`src/rtl/keypad_scanner.sv`:
```
`default_nettype none
// ============================================================================
// Module   : keypad_scanner
// Purpose  : 4x4 matrix keypad scanner with single-key debounce. Rotates a
//            one-hot column drive, samples synchronized rows, debounces one
//            press, and presents the accepted key as a one-hot {rows, cols}
//            pair for the downstream keypad decoder.
// Ports    : clk       - system clock
//            reset     - asynchronous active-high reset
//            rows_in   - raw keypad rows (active-high, async to clk)
//            cols_out  - one-hot active-high column drive
//            key_rows  - one-hot row of last accepted key
//            key_cols  - one-hot column of last accepted key
//            key_valid - high while the accepted key is held
//            key_new   - one-cycle pulse on each newly accepted press
// Revision : 1.0 - initial release
// ============================================================================
module keypad_scanner #(
    parameter int SCAN_DIV        = 4,
    parameter int DEBOUNCE_CYCLES = 8
) (
    input  logic       clk,
    input  logic       reset,
    input  logic [3:0] rows_in,
    output logic [3:0] cols_out,
    output logic [3:0] key_rows,
    output logic [3:0] key_cols,
    output logic       key_valid,
    output logic       key_new
);

    // One counter serves both column dwell and debounce, so it is sized for
    // whichever of the two terminal counts is larger.
    localparam int c_CNT_MAX = (SCAN_DIV > DEBOUNCE_CYCLES) ? SCAN_DIV : DEBOUNCE_CYCLES;
    localparam int c_CNT_W   = $clog2(c_CNT_MAX);

    localparam logic [c_CNT_W-1:0] c_DWELL_LAST = c_CNT_W'(SCAN_DIV - 1);
    localparam logic [c_CNT_W-1:0] c_DB_LAST    = c_CNT_W'(DEBOUNCE_CYCLES - 1);
    localparam logic [c_CNT_W-1:0] c_CNT_ONE    = c_CNT_W'(1);

    typedef enum logic [1:0] {
        ST_SCAN       = 2'd0,
        ST_DB_PRESS   = 2'd1,
        ST_HELD       = 2'd2,
        ST_DB_RELEASE = 2'd3
    } state_t;

    state_t             r_state;
    state_t             w_state_nxt;
    logic [c_CNT_W-1:0] r_cnt;
    logic [c_CNT_W-1:0] w_cnt_nxt;
    logic [3:0]         r_sync1;
    logic [3:0]         r_rows_s;
    logic [3:0]         r_cap_row;
    logic [3:0]         r_cap_col;
    logic [3:0]         w_cap_row_nxt;
    logic [3:0]         w_cap_col_nxt;
    logic [3:0]         w_cols_nxt;
    logic [3:0]         w_key_rows_nxt;
    logic [3:0]         w_key_cols_nxt;
    logic               w_key_valid_nxt;
    logic               w_key_new_nxt;
    logic [3:0]         w_cols_rot;
    logic               w_row_onehot;
    logic               w_cap_row_high;

    assign w_cols_rot     = {cols_out[2:0], cols_out[3]};
    // Exactly one row set: nonzero and clearing the lowest set bit leaves zero.
    assign w_row_onehot   = (r_rows_s != 4'b0000) &&
                            ((r_rows_s & (r_rows_s - 4'd1)) == 4'b0000);
    assign w_cap_row_high = ((r_rows_s & r_cap_row) != 4'b0000);

    // ------------------------------------------------------------------
    // State and datapath registers
    // ------------------------------------------------------------------
    always_ff @(posedge clk or posedge reset) begin
        if (reset) begin
            r_sync1   <= 4'b0000;
            r_rows_s  <= 4'b0000;
            r_state   <= ST_SCAN;
            r_cnt     <= '0;
            r_cap_row <= 4'b0000;
            r_cap_col <= 4'b0000;
            cols_out  <= 4'b0001;
            key_rows  <= 4'b0000;
            key_cols  <= 4'b0000;
            key_valid <= 1'b0;
            key_new   <= 1'b0;
        end else begin
            r_sync1   <= rows_in;
            r_rows_s  <= r_sync1;
            r_state   <= w_state_nxt;
            r_cnt     <= w_cnt_nxt;
            r_cap_row <= w_cap_row_nxt;
            r_cap_col <= w_cap_col_nxt;
            cols_out  <= w_cols_nxt;
            key_rows  <= w_key_rows_nxt;
            key_cols  <= w_key_cols_nxt;
            key_valid <= w_key_valid_nxt;
            key_new   <= w_key_new_nxt;
        end
    end

    // ------------------------------------------------------------------
    // Next-state and output logic
    // ------------------------------------------------------------------
    always_comb begin
        w_state_nxt     = r_state;
        w_cnt_nxt       = r_cnt;
        w_cap_row_nxt   = r_cap_row;
        w_cap_col_nxt   = r_cap_col;
        w_cols_nxt      = cols_out;
        w_key_rows_nxt  = key_rows;
        w_key_cols_nxt  = key_cols;
        w_key_valid_nxt = key_valid;
        w_key_new_nxt   = 1'b0;

        case (r_state)
            ST_SCAN: begin
                // Rows are only trusted on the last dwell cycle, when the
                // synchronizer has had time to reflect the current column.
                if (r_cnt == c_DWELL_LAST) begin
                    w_cnt_nxt = '0;
                    if (w_row_onehot) begin
                        w_cap_row_nxt = r_rows_s;
                        w_cap_col_nxt = cols_out;
                        w_state_nxt   = ST_DB_PRESS;
                    end else begin
                        w_cols_nxt = w_cols_rot;
                    end
                end else begin
                    w_cnt_nxt = r_cnt + c_CNT_ONE;
                end
            end

            ST_DB_PRESS: begin
                // Mismatch wins over terminal count: a bounce on the final
                // cycle still aborts the press.
                if (r_rows_s != r_cap_row) begin
                    w_state_nxt = ST_SCAN;
                    w_cols_nxt  = w_cols_rot;
                    w_cnt_nxt   = '0;
                end else if (r_cnt == c_DB_LAST) begin
                    w_state_nxt     = ST_HELD;
                    w_cnt_nxt       = '0;
                    w_key_rows_nxt  = r_cap_row;
                    w_key_cols_nxt  = r_cap_col;
                    w_key_valid_nxt = 1'b1;
                    w_key_new_nxt   = 1'b1;
                end else begin
                    w_cnt_nxt = r_cnt + c_CNT_ONE;
                end
            end

            ST_HELD: begin
                // Only the captured row matters; other rows are ignored.
                if (!w_cap_row_high) begin
                    w_state_nxt = ST_DB_RELEASE;
                    w_cnt_nxt   = '0;
                end
            end

            ST_DB_RELEASE: begin
                if (w_cap_row_high) begin
                    w_state_nxt = ST_HELD;
                    w_cnt_nxt   = '0;
                end else if (r_cnt == c_DB_LAST) begin
                    w_state_nxt     = ST_SCAN;
                    w_cnt_nxt       = '0;
                    w_key_valid_nxt = 1'b0;
                    w_cols_nxt      = w_cols_rot;
                end else begin
                    w_cnt_nxt = r_cnt + c_CNT_ONE;
                end
            end

            default: begin
                w_state_nxt = ST_SCAN;
                w_cnt_nxt   = '0;
                w_cols_nxt  = 4'b0001;
            end
        endcase
    end

endmodule
`default_nettype wire

```
`config.mk`:
```
export PLATFORM = sky130hd
export DESIGN_NAME = keypad_scanner
export DESIGN_NICKNAME = d
export VERILOG_FILES = /design/src/rtl/keypad_scanner.sv
export SDC_FILE = /design/constraint.sdc
export NUM_CORES = 1
export LEC_CHECK = 0
export ABC_AREA = 1
export CORE_ASPECT_RATIO = 1.75
export CORE_UTILIZATION = 59
export DETAILED_ROUTE_END_ITERATION = 10
export PLACE_DENSITY_LB_ADDON = 0.25
export SLEW_MARGIN = 20
export SYNTH_ARGS = -nofsm -noshare
export SYNTH_HDL_FRONTEND = slang
export SYNTH_SLANG_ARGS = --single-unit
```
`constraint.sdc`:
```
create_clock -name clk -period 2.4 [get_ports clk]
set_input_delay 0.72 -clock clk [delete_from_list [all_inputs] [get_ports clk]]
set_output_delay 0.72 -clock clk [all_outputs]
set_load 0.05 [all_outputs]
```
==> metrics.md, run 1 <==
| Metric | Value |
|---|---|
| Status | `complete, no violations` |
| Final Cycle Share | `0.935` |
| Synth warn | `0` |
| Final GP Congestion | `0.886` |
| Pre-antenna DRT Iters | `4` |
| Fin. max-slew vios | `0` |
| Synthesis-stage register bit count | `35` |
| GRT Total Usage | `0.243` |
| Mapped cell area | `1690 um2` |
| Number of global-route vias before repair | `1301` |
| FP Rows | `25` |
| Crit path largest cell delay | `820 ps` |
| Post-synthesis average cell area | `9.86 um2` |
| Residual DRC | `0` |
| Worst Path Class, Setup | `flop to output pin` |
| CP required | `1680 ps` |
| F_max | `446 MHz` |
| Pleak | `0.987 nW` |
| Routed wire per std cell | `14.3 um` |
| Worst Path Max Fanout | `4` |
| CTS tree | `built` |
| Synth area leaders | `dfrtp_1 50%, nand2_1 10%, ha_1 5.9%, inv_1 4.2%, o21ai_2 4.2%` |
| First-pass GRT wire length | `5600 um` |
| DP Wirelength | `2340 um` |
| Reg2reg path depth | `5` |
| Final setup TNS | `0 ps` |
| Max-Cap Viols | `0` |
| R2R Path End | `key_cols[0]` |
| Die ar. | `3080 um2` |
| Non-Filler Instances | `224` |
| Area of the multi-input gates | `704 um2` |
| Crit path depth | `1` |
| Hold-fix buffers at CTS | `0` |
| Boundary Pins | `20` |
| Pwr dens | `853 nW/um2` |
| Routed WL | `3200 um` |
| Seq. cell area | `877 um2` |
| Reg clk slew, reported paths | `70 ps` |
| PostCTS Resize Cnt | `0` |
| Worst Hold Class | `flop to flop` |
| Count leader, synth | `nand2_1` |
| Die Wd | `42.4 um` |
| CP arrival | `1520 ps` |
| DIE HEIGHT | `72.7 um` |
| Pin count of the biggest net entering global routing | `36` |
| Worst r2r src | `r_rows_s[3]` |
| Cell Count Post-Placement | `216` |
| Worst slew pin tran | `510 ps` |
| CP Launch Type | `flop` |
| Area of the core | `2720 um2` |
| CP Cell Sequence | `clkdlybuf4s50_1` |
| Number of synthesized flops with an enable pin | `0` |
| Worst path top cell family by delay | `buffers and inverters` |
| Ys flop type | `dfrtp_1` |
| Initial Util | `0.620` |
| Critical Path Source | `cols_out[2]` |
| Commonest cells post-synth | `47 x nand2_1, 34 x dfrtp_1, 19 x inv_1` |
| Setup Fix Bufs, Post-CTS | `0` |
| Endpoints failing hold | `0` |
| CTS Buf Count | `5` |
| Slew headroom | `0.659` |
| RSZ-0062 raised after global routing | `false` |
| R2r setup slk | `570 ps` |
| Filler Cell Count | `215` |
| Syn nets | `185` |
| Port Buffer Count | `19` |
| TritonCTS Sinks | `35` |
| Final net count | `210` |
| Via count | `1220` |
| DR vias/cell | `5.45` |
| Slowest cell on crit path | `clkdlybuf4s50_1` |
| Async set-reset flop share out of synthesis | `1.00` |
| Min Tclk post-route | `2240 ps` |
| Post-Syn Instances | `171` |
| Post-synth cell types | `26` |
| Hold Crit Depth | `0` |
| Antenna violations before repair | `0` |
| Fraction of layout cells with a size suffix above 1 | `0.198` |
| Share of the synthesized area in the top cell type | `0.504` |
| CTS max path bufs | `2` |
| H-tree depth | `2` |
| Crit path to | `cols_out[2]` |
| Post-synth top area cell | `dfrtp_1` |
| Antenna cells | `0` |
| CP endpoint kind | `output pin` |
| Worst-Skew Late Latency | `290 ps` |
| Buf/Inv on CP | `1` |
| Area Growth Syn to Fin | `18.2%` |
| Setup violators final | `0` |
| Final ANT Viol Nets | `0` |
| Initial drt markers | `23` |
| Setup Skew | `9.59 ps` |
| Sequential-to-total area share from yosys stat | `0.520` |
| Clk root buf | `clkbuf_8` |
| Gr ovfl total | `0` |
| Worst vdd ir | `0.000742 V` |
## metal layers
layer  GRT usage  wire, um
met5           0         0
met3      0.0594       126
met4       0.122        61
met1       0.252      1190
met2       0.443      1820
## power breakdown
group | switching (mW) | internal [mW]
logic | 0.348 | 0.169
registers | 0.0584 | 0.659
clock network | 0.203 | 0.262
total | 0.610 | 1.09
## cell type report
| type | instances | share of cell area |
|---|---|---|
| Sequential cell | 35 | 0.440 |
| Inverter | 22 | 0.0414 |
| Tap cell | 27 | 0.0169 |
| Timing Repair Buffer | 20 | 0.0979 |
| Multi-Input combinational cell | 112 | 0.353 |
| Clock buffer | 8 | 0.0502 |
## how the worst min path moves through the flow
stage / startpoint / end / slack (ps)
2_1_floorplan: r_sync1[0] / r_rows_s[0] / 330
3_3_place_gp: r_sync1[1] / r_rows_s[1] / 330
3_5_place_dp: r_sync1[1] / r_rows_s[1] / 330
4_1_cts: r_sync1[1] / r_rows_s[1] / 350
5_1_grt: r_sync1[1] / r_rows_s[1] / 350
6_report: r_sync1[1] / r_rows_s[1] / 340
## placed cells by master (no fill, tap or decap), drive strengths merged
cell type / netlist / routed
a21oi: 3 / 3
buf: 2 / 2
clkbuf: 0 / 8
clkdlybuf4s50: 0 / 18
dfrtp: 34 / 34
dfstp: 1 / 1
ha: 8 / 8
inv: 22 / 22
nand2: 53 / 53
nand3: 10 / 10
nand4: 3 / 3
nor2: 13 / 13
nor3: 1 / 1
o211ai: 1 / 1
o21ai: 19 / 19
o21bai: 1 / 1
## state kept, by name, summed over array words and instances, names as in the netlist
register	flops
key_cols	4
r_state	2
r_rows_s	4
key_rows	4
key_valid	1
r_cap_row	4
r_cap_col	4
key_new	1
cols_out	4
r_cnt	3
r_sync1	4
## logic make-up (layout without fill, tap and decap cells)
| group | count (synthesis) | count (layout) | synth area share |
|---|---|---|---|
| fa+ha+maj | 8 | 8 | 0.0593 |
| flops | 35 | 35 | 0.520 |
| compound gates | 24 | 24 | 0.0942 |
| simple gates | 80 | 80 | 0.264 |
| buf+inv | 24 | 50 | 0.0623 |
## stage by stage
step | power, mW | hold WS, ps | instance area (um2) | setup slack, ps | utilization
2_1_floorplan | 1.14 | 331 | 1690 | 819 | -
3_5_place_dp | 1.24 | 335 | 1890 | 466 | 0.696
5_1_grt | 1.80 | 349 | 1990 | 112 | 0.732
6_report | 1.70 | 343 | 1990 | 157 | 0.732
3_3_place_gp | 1.21 | 333 | 1890 | 512 | 0.696
4_1_cts | 1.72 | 347 | 1990 | 143 | 0.732
No activity file was read; power rests on OpenSTA's default activity.
==> run 2, diff against run 1 <==
--- a/config.mk
+++ b/config.mk
@@ -10,7 +10,6 @@
 export CORE_UTILIZATION = 59
 export DETAILED_ROUTE_END_ITERATION = 10
 export PLACE_DENSITY_LB_ADDON = 0.25
-export SLEW_MARGIN = 20
 export SYNTH_ARGS = -nofsm -noshare
 export SYNTH_HDL_FRONTEND = slang
 export SYNTH_SLANG_ARGS = --single-unit
==> results of run 2 <==
No change in the layout: final DEF, timing and power equal those of run 1.
==> run 3, diff against run 2 <==
--- a/config.mk
+++ b/config.mk
@@ -7,7 +7,7 @@
 export LEC_CHECK = 0
 export ABC_AREA = 1
 export CORE_ASPECT_RATIO = 1.75
-export CORE_UTILIZATION = 59
+export CORE_UTILIZATION = 54
 export DETAILED_ROUTE_END_ITERATION = 10
 export PLACE_DENSITY_LB_ADDON = 0.25
 export SYNTH_ARGS = -nofsm -noshare
==> constraint.sdc (replaced) <==
create_clock -name clk -period 2.2 [get_ports clk]
set_input_delay 0.55 -clock clk [delete_from_list [all_inputs] [get_ports clk]]
set_output_delay 0.55 -clock clk [all_outputs]
set_load 0.05 [all_outputs]
==> metrics.md, run 3 (same netlist as run 1, synthesis figures left out) <==
| Metric | Value |
|---|---|
| Status | `complete, no violations` |
| CP endpoint kind | `output pin` |
| Area Growth Syn to Fin | `20.3%` |
| Residual DRC | `0 (unchanged)` |
| Final Cycle Share | `0.944` |
| Worst-Skew Late Latency | `280 ps (about the same)` |
| Filler Cell Count | `241 (+12%)` |
| TritonCTS Sinks | `35 (unchanged)` |
| Initial Util | `0.570 (-0.0500)` |
| Most frequent cells in the layout | `47 x nand2_1, 34 x dfrtp_1, 19 x inv_1` |
| Antenna violations before repair | `0 (unchanged)` |
| Port Buffer Count | `19 (unchanged)` |
| CTS Buf Count | `5 (unchanged)` |
| FP Rows | `26 (+4.0%)` |
| CP Cell Sequence | `clkdlybuf4s50_1` |
| CP required | `1650 ps (-30 ps)` |
| RSZ-0062 raised after global routing | `false` |
| Clk root buf | `clkbuf_8` |
| Reg clk slew, reported paths | `70 ps (about the same)` |
| R2r setup slk | `430 ps (-140 ps)` |
| Gr ovfl total | `0 (unchanged)` |
| Antenna cells | `0 (unchanged)` |
| Routed wire per std cell | `12.8 um (-10%)` |
| Final net count | `210 (unchanged)` |
| Die ar. | `3360 um2 (+8.9%)` |
| Pint | `1.27 mW (+16%)` |
| Worst vdd ir | `0.000608 V (-18%)` |
| Routed WL | `3070 um (-4.3%)` |
| Total power | `1.92 mW (+13%)` |
| Buf/Inv on CP | `1 (unchanged)` |
| Endpoints failing hold | `0 (unchanged)` |
| Pre-antenna DRT Iters | `4 (unchanged)` |
| PostCTS Resize Cnt | `0 (unchanged)` |
| Slew headroom | `0.656 (-0.00292)` |
| Clock power share | `0.306 (+0.032)` |
| Initial drt markers | `16 (-30%)` |
| Switching pwr | `0.652 mW (+6.8%)` |
| Max-Cap Viols | `0 (unchanged)` |
| Pleak | `0.997 nW (+0.98%)` |
| Worst Hold Class | `flop to flop` |
| Setup violators final | `0 (unchanged)` |
| Worst Path Class, Setup | `flop to output pin` |
| Final ANT Viol Nets | `0 (unchanged)` |
| Fin. max-slew vios | `0 (unchanged)` |
| Boundary Pins | `20 (unchanged)` |
| Number of global-route vias before repair | `1247 (-4.2%)` |
| Final setup TNS | `0 ps (unchanged)` |
| Setup Skew | `4.29 ps (-5.31 ps)` |
| Most common cell after layout, fill and taps aside | `nand2_1` |
| Flop pwr share | `0.407 (-0.015)` |
| Switching Fraction | `0.339 (-0.0195)` |
| CP arrival | `1530 ps (about the same)` |
| Die Wd | `44.2 um (+4.3%)` |
| Logic pwr share | `0.287 (-0.018)` |
| Area of the core | `2960 um2 (+8.8%)` |
| Hold-fix buffers at CTS | `0 (unchanged)` |
| Min Tclk post-route | `2080 ps` |
| DR vias/cell | `5.00 (-8.1%)` |
| DIE HEIGHT | `75.9 um (+4.4%)` |
| Setup Fix Bufs, Post-CTS | `0 (unchanged)` |
| Worst slew pin tran | `515 ps (+4.37 ps)` |
| H-tree depth | `2 (unchanged)` |
| Slowest cell on crit path | `clkdlybuf4s50_1` |
| First-pass GRT wire length | `5380 um (-3.9%)` |
| Final GP Congestion | `0.901 (+1.7%)` |
| GRT Total Usage | `0.214 (-0.0291)` |
| Pin count of the biggest net entering global routing | `36 (unchanged)` |
| F_max | `482 MHz` |
| Worst path top cell family by delay | `buffers and inverters` |
| Fraction of layout cells with a size suffix above 1 | `0.203 (+0.00508)` |
| Non-Filler Instances | `239 (+6.7%)` |
| CTS tree | `built` |
| Via count | `1196 (-2.0%)` |
| WHS | `352 ps (+8.99 ps)` |
| CP Launch Type | `flop` |
| CTS max path bufs | `2 (unchanged)` |
| Worst Path Max Fanout | `4 (unchanged)` |
| DP Wirelength | `2330 um (about the same)` |
| Cell Count Post-Placement | `231 (+6.9%)` |
| Pwr dens | `946 nW/um2 (+11%)` |
| Crit path largest cell delay | `830 ps (about the same)` |
==> run 3: layout make-up <==
| type | count | area, um2 | area share |
|---|---|---|---|
| Tap cell | 42 | 52.6 | 0.0259 |
| Clock buffer | 6 | 82.6 | 0.0407 |
| Inverter | 22 | 82.6 | 0.0407 |
| Multi-Input combinational cell | 112 | 704 | 0.347 |
| Sequential cell | 35 | 877 | 0.432 |
| Timing Repair Buffer | 20 | 195 | 0.0962 |
| Clock inverter | 2 | 35.0 | 0.0173 |
==> run 3: path summary, 6_finish.rpt <==
check                             from      endpoint  cells after the start
setup / recovery           cols_out[1]   cols_out[1]                      1
hold / removal              r_sync1[1]   r_rows_s[1]                      0
setup reg to reg           r_rows_s[2]   key_rows[2]                      5
hold reg to reg             r_sync1[1]   r_rows_s[1]                      0
max in group asynchronous        reset   cols_out[0]                      3
min in group asynchronous        reset  r_cap_col[3]                      3
==> run 3: through the flow <==
step	setup WS [ps]	area, um2	utilization
after floorplan	619	1690	-
after detailed placement	435	1910	0.646
final	124	2030	0.686
after global routing	86.9	2030	0.686
after CTS	129	2030	0.686
after global placement	450	1910	0.646
==> run 3: layer usage <==
metal  part of all wire  global-route usage  up-vias
li1                   -                   -      587
met1               0.40               0.246      582
met2               0.55               0.353       20
met3              0.028              0.0476        7
met4              0.023               0.112        0
met5                  0                   0        -
==> run 3: power by group through the flow <==
stage,sequential [mW],clock (mW),combinational (mW)
floorplan,0.775,0,0.463
global placement,0.791,0,0.533
detailed placement,0.795,0,0.554
CTS,0.784,0.601,0.555
global route,0.794,0.629,0.619
finish,0.782,0.587,0.550
